==> src/rtl/sensor_frame_ctrl.sv <==
// Sensor front-end controller: SENSOR_CLK divider, ST generator, EOC/EOS
// synchronisation and edge detection, and per-frame pixel counting with
// sticky error flags. Everything runs on FPGA_CLK; SENSOR_CLK is a plain
// register output, never used as a clock internally.
//
// state  | meaning
// -------+----------------------------------------------------------
// S_IDLE | disabled or just out of reset; no strobes
// S_SYNC | waiting for the first EOS edge; EOC edges are discarded
// S_ACQ  | counting EOC edges; each EOS edge closes a frame
module sensor_frame_ctrl #(
  parameter int DIV         = 8,
  parameter int ST_PERIOD   = 40000,
  parameter int ST_HIGH     = 6000,
  parameter int NPIX        = 1024,
  parameter int PIX_W       = 11,
  parameter int SYNC_STAGES = 2
) (
  input  logic             FPGA_CLK,
  input  logic             FPGA_RST,
  input  logic             EN,
  input  logic             CLR_ERR,
  input  logic             EOC,
  input  logic             EOS,
  output logic             SENSOR_CLK,
  output logic             ST,
  output logic             PIX_VALID,
  output logic [PIX_W-1:0] PIX_INDEX,
  output logic             FRAME_DONE,
  output logic [PIX_W-1:0] FRAME_COUNT,
  output logic             ERR_COUNT,
  output logic             ERR_OVF
);

  localparam int DIV_W = (DIV > 1) ? $clog2(DIV) : 1;
  localparam int ST_W  = $clog2(ST_PERIOD);

  localparam logic [DIV_W-1:0] DIV_LAST = DIV_W'(DIV - 1);
  localparam logic [ST_W-1:0]  ST_LAST  = ST_W'(ST_PERIOD - 1);
  localparam logic [ST_W-1:0]  ST_ON    = ST_W'(ST_PERIOD - ST_HIGH);
  localparam logic [PIX_W-1:0] NPIX_V   = PIX_W'(NPIX);

  typedef enum logic [1:0] {
    S_IDLE = 2'd0,
    S_SYNC = 2'd1,
    S_ACQ  = 2'd2
  } state_t;

  state_t r_state;
  state_t w_next_state;

  logic [DIV_W-1:0] r_div_cnt;
  logic             r_sclk;
  logic [ST_W-1:0]  r_st_cnt;
  logic             r_st;

  logic [SYNC_STAGES-1:0] r_eoc_sync;
  logic [SYNC_STAGES-1:0] r_eos_sync;
  logic                   r_eoc_dly;
  logic                   r_eos_dly;

  logic [PIX_W-1:0] r_pix_cnt;
  logic             r_pix_valid;
  logic [PIX_W-1:0] r_pix_index;
  logic             r_frame_done;
  logic [PIX_W-1:0] r_frame_count;
  logic             r_err_count;
  logic             r_err_ovf;

  logic             w_div_tc;
  logic             w_sclk_rise;
  logic [ST_W-1:0]  w_st_next;
  logic             w_eoc_edge;
  logic             w_eos_edge;
  logic             w_pix_fire;
  logic             w_frame_fire;
  logic             w_align;
  logic             w_cnt_sat;
  logic [PIX_W-1:0] w_cnt_inc;
  logic [PIX_W-1:0] w_cnt_after;
  logic             w_ovf_set;
  logic             w_cnt_err_set;

  assign w_div_tc    = (r_div_cnt == DIV_LAST);
  // The cycle on which the SENSOR_CLK register goes 0->1.
  assign w_sclk_rise = EN & w_div_tc & ~r_sclk;
  assign w_st_next   = (r_st_cnt == ST_LAST) ? '0 : r_st_cnt + ST_W'(1);

  assign w_eoc_edge  = r_eoc_sync[SYNC_STAGES-1] & ~r_eoc_dly;
  assign w_eos_edge  = r_eos_sync[SYNC_STAGES-1] & ~r_eos_dly;

  // An EOC landing with the EOS still belongs to the closing frame, so the
  // frame count is taken after this cycle's increment.
  assign w_cnt_sat     = (r_pix_cnt == '1);
  assign w_cnt_inc     = w_cnt_sat ? r_pix_cnt : r_pix_cnt + PIX_W'(1);
  assign w_cnt_after   = w_pix_fire ? w_cnt_inc : r_pix_cnt;
  assign w_ovf_set     = w_pix_fire & w_cnt_sat;
  assign w_cnt_err_set = w_frame_fire & (w_cnt_after != NPIX_V);

  // SENSOR_CLK divider: toggle at terminal count, forced low while disabled.
  always_ff @(posedge FPGA_CLK or negedge FPGA_RST) begin
    if (!FPGA_RST) begin
      r_div_cnt <= '0;
      r_sclk    <= 1'b0;
    end else if (!EN) begin
      r_div_cnt <= '0;
      r_sclk    <= 1'b0;
    end else if (w_div_tc) begin
      r_div_cnt <= '0;
      r_sclk    <= ~r_sclk;
    end else begin
      r_div_cnt <= r_div_cnt + DIV_W'(1);
    end
  end

  // ST period counter advances per SENSOR_CLK rise; ST follows the new count.
  always_ff @(posedge FPGA_CLK or negedge FPGA_RST) begin
    if (!FPGA_RST) begin
      r_st_cnt <= '0;
      r_st     <= 1'b0;
    end else if (!EN) begin
      r_st_cnt <= '0;
      r_st     <= 1'b0;
    end else if (w_sclk_rise) begin
      r_st_cnt <= w_st_next;
      r_st     <= (w_st_next >= ST_ON);
    end
  end

  // EOC/EOS synchronisers plus delay flops for rising-edge detection.
  always_ff @(posedge FPGA_CLK or negedge FPGA_RST) begin
    if (!FPGA_RST) begin
      r_eoc_sync <= '0;
      r_eos_sync <= '0;
      r_eoc_dly  <= 1'b0;
      r_eos_dly  <= 1'b0;
    end else begin
      r_eoc_sync <= {r_eoc_sync[SYNC_STAGES-2:0], EOC};
      r_eos_sync <= {r_eos_sync[SYNC_STAGES-2:0], EOS};
      r_eoc_dly  <= r_eoc_sync[SYNC_STAGES-1];
      r_eos_dly  <= r_eos_sync[SYNC_STAGES-1];
    end
  end

  // FSM state register.
  always_ff @(posedge FPGA_CLK or negedge FPGA_RST) begin
    if (!FPGA_RST) r_state <= S_IDLE;
    else           r_state <= w_next_state;
  end

  // FSM next state and per-cycle pixel/frame fire decisions.
  always_comb begin
    w_next_state = r_state;
    w_pix_fire   = 1'b0;
    w_frame_fire = 1'b0;
    w_align      = 1'b0;
    if (!EN) begin
      w_next_state = S_IDLE;
    end else begin
      case (r_state)
        S_IDLE: w_next_state = S_SYNC;
        S_SYNC: begin
          if (w_eos_edge) begin
            w_next_state = S_ACQ;
            w_align      = 1'b1;
          end
        end
        S_ACQ: begin
          w_pix_fire   = w_eoc_edge;
          w_frame_fire = w_eos_edge;
        end
        default: w_next_state = S_IDLE;
      endcase
    end
  end

  // Pixel counter, strobes and the latched frame result.
  always_ff @(posedge FPGA_CLK or negedge FPGA_RST) begin
    if (!FPGA_RST) begin
      r_pix_cnt     <= '0;
      r_pix_valid   <= 1'b0;
      r_pix_index   <= '0;
      r_frame_done  <= 1'b0;
      r_frame_count <= '0;
    end else begin
      if (!EN || w_align || w_frame_fire) r_pix_cnt <= '0;
      else                                r_pix_cnt <= w_cnt_after;
      r_pix_valid  <= w_pix_fire;
      r_frame_done <= w_frame_fire;
      if (w_pix_fire)   r_pix_index   <= r_pix_cnt;
      if (w_frame_fire) r_frame_count <= w_cnt_after;
    end
  end

  // Sticky error flags; a set in the same cycle as CLR_ERR wins.
  always_ff @(posedge FPGA_CLK or negedge FPGA_RST) begin
    if (!FPGA_RST) begin
      r_err_count <= 1'b0;
      r_err_ovf   <= 1'b0;
    end else begin
      if (w_cnt_err_set) r_err_count <= 1'b1;
      else if (CLR_ERR)  r_err_count <= 1'b0;
      if (w_ovf_set)     r_err_ovf   <= 1'b1;
      else if (CLR_ERR)  r_err_ovf   <= 1'b0;
    end
  end

  assign SENSOR_CLK  = r_sclk;
  assign ST          = r_st;
  assign PIX_VALID   = r_pix_valid;
  assign PIX_INDEX   = r_pix_index;
  assign FRAME_DONE  = r_frame_done;
  assign FRAME_COUNT = r_frame_count;
  assign ERR_COUNT   = r_err_count;
  assign ERR_OVF     = r_err_ovf;

endmodule

==> config.mk <==
export PLATFORM = sky130hd
export DESIGN_NAME = sensor_frame_ctrl
export DESIGN_NICKNAME = d
export VERILOG_FILES = /design/src/rtl/sensor_frame_ctrl.sv
export SDC_FILE = /design/constraint.sdc
export NUM_CORES = 1
export LEC_CHECK = 0
export BUFFER_PORTS_ARGS = -buffer_cell sky130_fd_sc_hd__clkbuf_2
export CAP_MARGIN = 20
export CORE_ASPECT_RATIO = 2
export CORE_MARGIN = 4
export CORE_UTILIZATION = 25
export CTS_CLUSTER_SIZE = 12
export DETAILED_ROUTE_END_ITERATION = 6
export MAX_ROUTING_LAYER = met4
export SETUP_SLACK_MARGIN = 0.3
export SYNTH_ARGS = -nofsm -noshare
export SYNTH_HDL_FRONTEND = slang
export SYNTH_SLANG_ARGS = --single-unit
==> constraint.sdc <==
create_clock -name FPGA_CLK -period 2.58 [get_ports FPGA_CLK]
set_input_delay 0.516 -clock FPGA_CLK [delete_from_list [all_inputs] [get_ports FPGA_CLK]]
set_output_delay 0.516 -clock FPGA_CLK [all_outputs]
set_load 0.03 [all_outputs]
==> load_flow_metrics.sql <==
INSERT INTO impl_metrics (metric_group, metric, value, unit) VALUES
('logic_synthesis', 'postSynthNetCount', '364', ''),
('setup_path', 'max_stage_delay', '0.58', 'ns'),
('floorplan', 'pin_count', '34', ''),
('setup_path', 'worstSetupStartpointType', 'flip-flop', ''),
('clock_network', 'ctsRootBufferMaster', 'sky130_fd_sc_hd__clkbuf_16', ''),
('sta', 'worst_slew_pin_slew', '0.665', 'ns'),
('setup_path', 'crit_family', 'simple AND/OR/NAND/NOR gates', ''),
('clock_network', 'cts_made_buffers', '9', ''),
('floorplan', 'floorplan.core_area', '13000', 'sq um'),
('floorplan', 'floorplan.rows', '59', ''),
('power', 'cell_internal_pwr', '1.99', 'mW'),
('placement', 'placed_area', '3650', 'sq um'),
('clock_network', 'clock_tree.buffer_depth', '2', ''),
('clock_network', 'insertion_delay', '0.33', 'ns'),
('logic_synthesis', 'synthArstFlopShare', '100', '%'),
('clock_network', 'clk_transition_reported_paths', '0.06', 'ns'),
('setup_path', 'timing.critical_path.cells', 'inv_1 > nor4b_4 > or4b_1 > a31o_1 > a21oi_2 > o31ai_1', ''),
('logic_synthesis', 'synth_warnings', '0', ''),
('setup_path', 'crit_path_top_delay_cell', 'sky130_fd_sc_hd__dfrtp_1', ''),
('floorplan', 'die-area', '15200', 'sq um'),
('grt', 'first_pass_grt_wire_length', '13700', 'um'),
('setup_path', 'critical_path_peak_fanout', '9', ''),
('sta', 'final_clock_period_utilization_by_the_worst_path', '85.2', '%'),
('sta', 'final_hold_viol_count', '0', ''),
('logic_synthesis', 'post_synth_inst_count', '354', ''),
('clock_network', 'tritoncts', 'done', ''),
('sta', 'fmaxAchievable', '0.455', 'GHz'),
('logic_synthesis', 'synth_largest_area_cell', 'sky130_fd_sc_hd__dfrtp_1', ''),
('setup_path', 'worst_ep_required_time', '2.80', 'ns'),
('hold_path', 'hold_class', 'in -> async', ''),
('sta', 'grt_setup_unrepaired', 'true', ''),
('logic_synthesis', 'top_count_cell_post_synth', 'sky130_fd_sc_hd__nand2_1', ''),
('grt', 'number_of_antenna_violations_at_the_first_check_in_global_routing', '0', ''),
('finish', 'diodes', '0', ''),
('power', 'pwr_density_cell', '618', 'nW/um^2'),
('logic_synthesis', 'synthesis.area_per_instance', '9.31', 'sq um'),
('logic_synthesis', 'syn_area', '3290', 'sq um'),
('power', 'finalPower', '2.48', 'mW'),
('floorplan', 'die_height', '170', 'um'),
('finish', 'synthToLayoutAreaGrowth', '22.1', '%'),
('clock_network', 'postCtsSetupBuffers', '0', ''),
('route', 'drt-initial-drc-count', '127', ''),
('sta', 'setup_viol_count_final', '0', ''),
('route', 'avgRoutedWirePerCell', '15.3', 'um'),
('power', 'static-leakage-power', '1.81', 'nW'),
('finish', 'final_core_util', '31.0', '%'),
('placement', 'portBuffers', '33', ''),
('route', 'detail_route.drc_violations', '0', ''),
('outcome', 'outcome', 'finished clean', ''),
('logic_synthesis', 'ys_seq_area_share', '50.1', '%'),
('run', 'max-cap-violations', '0', ''),
('finish', 'postLayoutCellArea', '4020', 'sq um'),
('setup_path', 'critPathArrivalTime', '2.41', 'ns'),
('setup_path', 'timing.critical_path.buf_inv', '1', ''),
('sta', 'worst_clock_skew', '0.00720', 'ns'),
('clock_network', 'numClockSinks', '66', ''),
('placement', 'routability_driven_placement_congestion_ratio', '0.912', ''),
('route', 'detail_route.wirelength', '8340', 'um'),
('setup_path', 'timing.critical_path.to_type', 'flip-flop', ''),
('sta', 'worst_rel_slew_slack', '55.6', '%'),
('power', 'power.switching_fraction', '19.9', '%'),
('finish', 'layout-drive-gt1-share', '19.1', '%'),
('logic_synthesis', 'synthFlopType', 'sky130_fd_sc_hd__dfrtp_1', ''),
('setup_path', 'worst-setup-path-type', 'reg -> reg', ''),
('power', 'irDropWorstVdd', '0.385', 'mV'),
('sta', 'max_transition_viols_final', '0', ''),
('setup_path', 'setup.reg_to_reg.worst_slack', '0.38', 'ns'),
('route', 'first_pass_drt_iterations', '4', ''),
('logic_synthesis', 'synth.top_cells.by_count', '70 x sky130_fd_sc_hd__nand2_1, 66 x sky130_fd_sc_hd__dfrtp_1, 31 x sky130_fd_sc_hd__o21ai_0', ''),
('floorplan', 'floorplan.die.width', '89.2', 'um'),
('power', 'seqPwrFrac', '42.5', '%');
## final cells by class
cell class              instances  area [sq um]  share of cell area, %
inverters                       8          30.0                  0.747
clock buffers                  12           267                   6.63
clock inverters                 4          72.6                   1.80
repair buffers                 42           249                   6.19
well taps                     152           190                   4.73
multi-input cells             261          1560                   38.7
flip-flops and latches         66          1660                   41.2
## power by group through the flow
stage,logic [mW],clock network [mW],registers (mW)
after detailed placement,0.0630,0,1.07
after CTS,0.0631,1.40,1.05
after global routing,0.0706,1.45,1.06
after global placement,0.0616,0,1.07
final,0.0604,1.37,1.05
after floorplan,0.0236,0,1.07
## worst paths after layout
kind                               start              to  cells after the start
setup / recovery             r_st_cnt[6]              ST                      6
hold / removal                  FPGA_RST   r_eoc_sync[1]                      1
setup reg to reg             r_st_cnt[6]              ST                      6
hold reg to reg            r_eoc_sync[0]   r_eoc_sync[1]                      0
max in group asynchronous       FPGA_RST  FRAME_COUNT[9]                      2
min in group FPGA_CLK                EOS   r_eos_sync[0]                      1
## kinds of logic (layout without fill, tap and decap cells)
family,after synthesis,after routing,synth area share (%)
and+or+nand+nor,170,170,26.5
AOI/OAI and AO/OA,70,70,13.7
DFF,66,66,50.1
buffers and inverters,27,66,3.30
muxes,9,9,2.73
xor gates and xnor gates,8,8,2.13
adders and majority gates,4,4,1.52
## stage by stage
step                hold slack [ns]  cells  setup slack, ns
floorplan                     0.220    354            0.498
global placement              0.337    529            0.394
detailed placement            0.336    529            0.343
CTS                           0.225    545            0.333
global route                  0.269    545            0.258
finish                        0.220    545            0.382
## layer usage
layer	vias up	routed length, um	GRT usage [%]
li1	1311	-	-
met2	65	4640	21.4
met1	1319	3030	11.8
met5	-	0	-
met4	0	327	6.29
met3	23	344	2.86
## placed cells by master, fill, tap and decap left out, types with 8 or more instances in the layout
| master | Yosys | final |
|---|---|---|
| sky130_fd_sc_hd__clkbuf_2 | 0 | 32 |
| sky130_fd_sc_hd__nand4_1 | 8 | 8 |
| sky130_fd_sc_hd__inv_1 | 8 | 8 |
| sky130_fd_sc_hd__nand3_1 | 10 | 10 |
| sky130_fd_sc_hd__nand2_1 | 70 | 70 |
| sky130_fd_sc_hd__clkbuf_16 | 0 | 9 |
| sky130_fd_sc_hd__nor2_1 | 23 | 22 |
| sky130_fd_sc_hd__nor3_1 | 8 | 8 |
| sky130_fd_sc_hd__dfrtp_1 | 66 | 62 |
| sky130_fd_sc_hd__o21ai_0 | 31 | 31 |
| sky130_fd_sc_hd__mux2i_1 | 9 | 9 |
## repair_timing
| action | 4_1_cts | 5_1_grt |
|---|---|---|
| endpoints found under the setup margin | 0 | 12 |
| gates resized for setup | 0 | 10 |
| hold buffers | 0 | 0 |
| endpoints found under the hold margin | 0 | 0 |
## sequential cells by signal, indices dropped and copies added (netlist names)
name,count
PIX_INDEX,11
FRAME_DONE,1
r_state,2
PIX_VALID,1
SENSOR_CLK,1
r_st_cnt,16
ERR_COUNT,1
FRAME_COUNT,11
ST,1
r_eoc_dly,1
r_eos_dly,1
r_eos_sync,2
ERR_OVF,1
r_div_cnt,3
r_pix_cnt,11
r_eoc_sync,2
No activity file was read; power rests on OpenSTA's default activity.
